### src/rtl/reg_bank_pkg.sv
// Shared types and helpers for the arbitrated configuration register bank.
package reg_bank_pkg;

    typedef enum logic [1:0] {
        IDLE  = 2'd0,
        GRANT = 2'd1,
        ACK   = 2'd2
    } state_t;

    // Index width inside one bank; never narrower than one bit.
    function automatic int unsigned calc_addr_w(input int unsigned num_regs);
        return (num_regs > 1) ? $clog2(num_regs) : 1;
    endfunction

    // The bank-select flag sits directly above the bank index.
    function automatic int unsigned status_sel_bit(input int unsigned addr_w);
        return addr_w;
    endfunction

    localparam int unsigned DEF_NUM_REGS = 8;
    localparam int unsigned STATUS_SEL   = status_sel_bit(calc_addr_w(DEF_NUM_REGS));

endpackage

### src/rtl/rr_arbiter.sv
// Combinational round-robin picker: first set request after ptr, wrapping.
module rr_arbiter #(
    parameter int unsigned N  = 2,
    parameter int unsigned PW = (N > 1) ? $clog2(N) : 1
) (
    input  logic [N-1:0]  req,
    input  logic [PW-1:0] ptr,
    output logic          gnt_valid,
    output logic [PW-1:0] gnt_idx
);

    // Scan N positions starting one past the last winner.
    always_comb begin
        int unsigned cand;
        gnt_valid = 1'b0;
        gnt_idx   = '0;
        cand      = 0;
        for (int unsigned i = 1; i <= N; i++) begin
            cand = (32'(ptr) + i) % N;
            if (!gnt_valid && req[cand]) begin
                gnt_valid = 1'b1;
                gnt_idx   = PW'(cand);
            end
        end
    end

endmodule

### src/rtl/reg_bank_arbiter.sv
// Config register bank shared between requesters via a round-robin
// req/ack handshake; also serves read-only status words.
module reg_bank_arbiter
    import reg_bank_pkg::*;
#(
    parameter int unsigned NUM_REQ  = 2,
    parameter int unsigned NUM_REGS = 8,
    parameter int unsigned WIDTH    = 8,
    parameter int unsigned ADDR_W   = calc_addr_w(NUM_REGS)
) (
    input  logic                          clk,
    input  logic                          rstb,
    input  logic                          ena,
    input  logic [NUM_REQ-1:0]            req,
    input  logic [NUM_REQ-1:0]            we,
    input  logic [NUM_REQ*(ADDR_W+1)-1:0] addr,
    input  logic [NUM_REQ*WIDTH-1:0]      wdata,
    output logic [NUM_REQ-1:0]            ack,
    output logic [WIDTH-1:0]              rdata,
    output logic                          busy,
    input  logic [NUM_REGS*WIDTH-1:0]     status_in,
    output logic [NUM_REGS*WIDTH-1:0]     config_regs
);

    localparam int unsigned IW  = (NUM_REQ > 1) ? $clog2(NUM_REQ) : 1;
    localparam int unsigned AW1 = ADDR_W + 1;
    localparam int unsigned SEL = status_sel_bit(ADDR_W);

    state_t             state_q, state_d;
    logic [IW-1:0]      gnt_idx_q, gnt_idx_d;
    logic [IW-1:0]      rr_ptr_q, rr_ptr_d;
    logic [NUM_REQ-1:0] ack_q, ack_d;
    logic [WIDTH-1:0]   rdata_q, rdata_d;
    logic [WIDTH-1:0]   mem_q [NUM_REGS];
    logic [WIDTH-1:0]   mem_d [NUM_REGS];

    logic               arb_valid;
    logic [IW-1:0]      arb_idx;

    logic               sel_we;
    logic [AW1-1:0]     sel_addr;
    logic [WIDTH-1:0]   sel_wdata;
    logic [ADDR_W-1:0]  sel_index;
    logic               sel_status;
    logic               sel_in_range;

    rr_arbiter #(
        .N  (NUM_REQ),
        .PW (IW)
    ) u_rr_arbiter (
        .req       (req),
        .ptr       (rr_ptr_q),
        .gnt_valid (arb_valid),
        .gnt_idx   (arb_idx)
    );

    // Pick out the granted requester's command fields.
    always_comb begin
        sel_we       = we[gnt_idx_q];
        sel_addr     = addr[32'(gnt_idx_q)*AW1 +: AW1];
        sel_wdata    = wdata[32'(gnt_idx_q)*WIDTH +: WIDTH];
        sel_index    = sel_addr[ADDR_W-1:0];
        sel_status   = sel_addr[SEL];
        sel_in_range = (32'(sel_index) < NUM_REGS);
    end

    // Next-state, access execution and completion pulse.
    always_comb begin
        state_d   = state_q;
        gnt_idx_d = gnt_idx_q;
        rr_ptr_d  = rr_ptr_q;
        ack_d     = '0;
        rdata_d   = rdata_q;
        mem_d     = mem_q;
        case (state_q)
            IDLE: begin
                if (ena && arb_valid) begin
                    gnt_idx_d = arb_idx;
                    rr_ptr_d  = arb_idx;
                    state_d   = GRANT;
                end
            end
            GRANT: begin
                // rdata takes the pre-write contents (read-before-write).
                if (!sel_in_range) begin
                    rdata_d = '0;
                end else if (sel_status) begin
                    rdata_d = status_in[32'(sel_index)*WIDTH +: WIDTH];
                end else begin
                    rdata_d = mem_q[sel_index];
                end
                if (sel_we && !sel_status && sel_in_range) begin
                    mem_d[sel_index] = sel_wdata;
                end
                ack_d[gnt_idx_q] = 1'b1;
                state_d          = ACK;
            end
            ACK: begin
                state_d = IDLE;
            end
            default: begin
                state_d = IDLE;
            end
        endcase
    end

    // State, storage and output registers with asynchronous active-low reset.
    always_ff @(posedge clk or negedge rstb) begin
        if (!rstb) begin
            state_q   <= IDLE;
            gnt_idx_q <= '0;
            rr_ptr_q  <= IW'(NUM_REQ - 1);
            ack_q     <= '0;
            rdata_q   <= '0;
            for (int unsigned k = 0; k < NUM_REGS; k++) begin
                mem_q[k] <= '0;
            end
        end else begin
            state_q   <= state_d;
            gnt_idx_q <= gnt_idx_d;
            rr_ptr_q  <= rr_ptr_d;
            ack_q     <= ack_d;
            rdata_q   <= rdata_d;
            mem_q     <= mem_d;
        end
    end

    // Flatten storage onto the config bus.
    always_comb begin
        config_regs = '0;
        for (int unsigned k = 0; k < NUM_REGS; k++) begin
            config_regs[k*WIDTH +: WIDTH] = mem_q[k];
        end
    end

    assign ack   = ack_q;
    assign rdata = rdata_q;
    assign busy  = (state_q == GRANT) || (state_q == ACK);

endmodule
### config.mk
export PLATFORM = sky130hd
export DESIGN_NAME = reg_bank_arbiter
export DESIGN_NICKNAME = d
export VERILOG_FILES = /design/src/rtl/reg_bank_pkg.sv /design/src/rtl/rr_arbiter.sv /design/src/rtl/reg_bank_arbiter.sv
export SDC_FILE = /design/constraint.sdc
export NUM_CORES = 1
export LEC_CHECK = 0
export BUFFER_PORTS_ARGS = -buffer_cell sky130_fd_sc_hd__buf_2
export CAP_MARGIN = 5
export CORE_MARGIN = 4
export CORE_UTILIZATION = 49
export DETAILED_ROUTE_END_ITERATION = 8
export GPL_TIMING_DRIVEN = 0
export PLACE_DENSITY = 0.81
export SLEW_MARGIN = 15
export SYNTH_ARGS = -nofsm -noshare
export SYNTH_HDL_FRONTEND = slang
export SYNTH_HIERARCHICAL = 1
export SYNTH_SLANG_ARGS = --single-unit
### constraint.sdc
create_clock -name clk -period 2.6 [get_ports clk]
set_input_delay 0.26 -clock clk [delete_from_list [all_inputs] [get_ports clk]]
set_output_delay 0.26 -clock clk [all_outputs]
set_load 0.02 [all_outputs]
==> impl_metrics.yaml <==
logic_synthesis:
  synthesis.nets: 597
  synth-simple-area-share_pct: 23.77
  seq_area_frac_synth_pct: 45.52
  yosys.area.top_type_share_pct: 44.91
  syn_inst: 499
  syn_avg_cell_area_um2: 8.598
  synthAdderAreaFrac_pct: 0.8749
  yosys-top-cells-area: "dfrtp_1 45%, a21oi_1 13%, nand2_1 9.1%"
  synth_top_family_by_area: "simple AND/OR/NAND/NOR gates"
  ys_ff_latch: 78
  yosysWarnings: 6
  synth.distinct_cells: 34
  synth_mux_area_share_pct: 6.707
  synth_area_um2: 4290
  synth_xor_area_share_pct: 0
  synth.largest_area_cell: "dfrtp_1"
  synth_compound_area_share_pct: 17.44
place:
  io_buffers: 169
  dp_cells: 774
  place_congestion: 0.9492
  dpl.hpwl_mm: 11.74
run_status:
  outcome: "completed"
detailed_routing:
  wl_met2_mm: 7.594
  ant_nets: 0
  vias: 4630
  routedWlPerCell_um: 19.95
  wl_mm: 15.78
  top_layer: "met4"
  drt-met1-wl_mm: 5.979
  met3_length_mm: 1.764
  drt_iter0_drc: 471
  firstDrtPassIters: 5
  drc_errors: 0
  viasPerCell: 5.853
power:
  power.density_nw_per_um2: 1274
  vdd_ir_drop_max_mv: 0.7435
  power_frac_comb_pct: 52.6
  seqPwrFrac_pct: 33.7
  p_leak_nw: 2.774
  p_sw_share_pct: 49.36
  finalPower_w: 0.007037
  p_int_w: 0.003563
  p_sw_w: 0.003473
  clkPwrFrac_pct: 13.7
layout:
  layout-drive-gt1-share_pct: 33.97
  area_delta_synth_final_pct: 28.75
  fin_cells: 791
  n_antenna_cell: 0
  nNetsFinal: 779
clock_network:
  cts_tree: "done"
  clkTransAtPathRegs_ps: 90
  clock_path_buffers: 2
  cts_sinks: 78
  cts_buffers: 9
  cts_setup_buffers: 0
  clkLatencyLatePin_ps: 360
  cts.htree.levels: 3
  cts_root_buffer: "clkbuf_8"
timing:
  tightestPinTransition_ps: 1062
  whs_ps: 157.8
  maxSlewViolCount: 0
  setup_viol: 0
  relSlewSlack_pct: 27.21
  post-route-period-util_pct: 98.04
  skew_ps: 12.83
  rsz0062_at_grt: "true"
  fmax_mhz: 392.3
  tns_ps: 0
  hold_viol: 0
  fin_crit_ps: 2549
critical_path:
  start_kind: "register"
  required_ps: 2790
  crit_type: "register to register"
  critPathArrivalTime_ps: 2740
  critPathMaxStageDelay_ps: 960
  cpMaxStageDelayCell: "mux2i_1"
  cp_max_fo: 10
  cp-end-kind: "register"
  crit_top_cell: "buf_6"
  crit_path_cell_trace: "buf_6, buf_6, clkbuf_1, mux2i_1, a21oi_1"
hold_path:
  hold_path.class: "primary input to register"
die:
  die_w_um: 101.6
  pin_count: 170
  rows: 33
  dieArea_um2: 10320
  core_um2: 8382
  die-height_um: 101.6
  initial_core_util_pct: 51.19
job:
  drv_cap: 0
global_route:
  grt_overflow: 0
  antenna_found_initial: 0
  grt_use_total_pct: 30.17
  grt_max_degree: 64
  grt_pass1_vias: 4521
  grt_first_pass_wirelength_mm: 23.50
==> sequential cells by signal, indices dropped and copies added, names as in the netlist <==
register and cells:
rdata 8, ack 2, gnt_idx_q 1, rr_ptr_q 1, config_regs 64, state_q 2
==> synth_stat cells <==
master,number
a21boi_0,1
a21boi_1,1
a21oi_1,108
a21oi_2,5
a31oi_4,1
a32oi_2,1
and2_1,2
and3b_1,1
and3b_4,1
buf_1,2
buf_2,6
buf_4,5
buf_6,12
clkbuf_1,5
dfrtp_1,77
dfstp_2,1
ha_1,3
inv_1,4
mux2_4,1
mux2i_1,25
mux2i_4,1
nand2_1,104
nand3_1,1
nand4_1,1
nor2_1,74
nor2b_1,2
nor3_1,9
nor3_4,8
nor3b_2,1
nor4_1,16
o21ai_0,17
o21ai_4,1
o32a_1,1
or2_1,1
==> power by group through the flow <==
stage	combinational [W]	clock (W)	sequential, W
floorplan	0.00164	0	0.00298
global placement	0.00356	0	0.00235
detailed placement	0.00364	0	0.00236
CTS	0.00367	0.000963	0.00235
global route	0.00398	0.00102	0.00243
finish	0.00370	0.000965	0.00237
==> cells by family after synthesis <==
logic type / after synthesis
compound gates: 136
buf+inv: 34
fa+ha+maj: 3
simple gates: 221
mux: 27
flops: 78
==> critical path: cells and delay by family, from the launching register on <==
family | cells | cell delay [ps]
mux | 1 | 960
flops | 1 | 340
compound gates | 1 | 150
buf+inv | 3 | 920
==> path summary, 6_finish.rpt <==
path                                  startpoint                          end  slack, ps  cells past startpoint
min                                          ena         rr_ptr_q$_DFFE_PN1P_        160                      3
max                        gnt_idx_q$_DFFE_PN0P_  config_regs[62]$_DFFE_PN0P_         50                      5
min in group asynchronous                   rstb  config_regs[13]$_DFFE_PN0P_        300                      2
max reg2reg                gnt_idx_q$_DFFE_PN0P_  config_regs[62]$_DFFE_PN0P_         50                      5
min reg2reg                 rr_ptr_q$_DFFE_PN1P_         rr_ptr_q$_DFFE_PN1P_        470                      2
max in group asynchronous                   rstb         rr_ptr_q$_DFFE_PN1P_       1680                      3
==> area by class of cell <==
| class | count | area [um2] |
|---|---|---|
| Timing Repair Buffer | 171 | 885.9 |
| Clock buffer | 10 | 137.6 |
| Clock inverter | 6 | 67.56 |
| Buffer | 30 | 229.0 |
| Inverter | 4 | 15.01 |
| Tap cell | 105 | 131.4 |
| Fill cell | 724 | 2858 |
| Multi-Input combinational cell | 387 | 2105 |
| Sequential cell | 78 | 1953 |
==> routing by layer <==
metal  global-route usage [%]  vias up
met3                    5.647       43
met4                    12.88        0
met2                    50.45      327
met1                    38.35     2190
li1                         -     2070
met5                        0        -
==> metrics by stage <==
step	area, um2	utilization [%]	worst slack [ps]
2_1_floorplan	4290	-	783.2
3_3_place_gp	5268	62.85	126.5
3_5_place_dp	5298	63.20	75.31
4_1_cts	5513	65.77	73.27
5_1_grt	5524	65.91	9.704
6_report	5524	65.91	51.02
==> placed cells by master (no fill, tap or decap), drive strengths merged <==
| cell type | n |
|---|---|
| nor3 | 17 |
| buf | 195 |
| and3b | 2 |
| clkbuf | 15 |
| mux2i | 26 |
| bufinv | 1 |
| a21oi | 113 |
| nor3b | 1 |
| ha | 3 |
| a32oi | 1 |
| o32a | 1 |
| a21boi | 2 |
| nor4 | 16 |
| o21ai | 18 |
| or2 | 1 |
| and2 | 2 |
| inv | 6 |
| a31oi | 1 |
| nand4 | 1 |
| dfrtp | 77 |
| mux2 | 1 |
| nand2 | 104 |
| dlygate4sd3 | 1 |
| nand3 | 1 |
| clkinvlp | 2 |
| nor2 | 74 |
| dfstp | 1 |
| nor2b | 2 |
| clkinv | 1 |
==> what timing repair did <==
| item | 4_1_cts | 5_1_grt |
|---|---|---|
| hold buffers | 1 | 0 |
| endpoints found under the hold margin | 15 | 0 |
| resized for setup | 0 | 3 |
| endpoints found under the setup margin | 0 | 16 |
No activity file was read; power rests on OpenSTA's default activity.
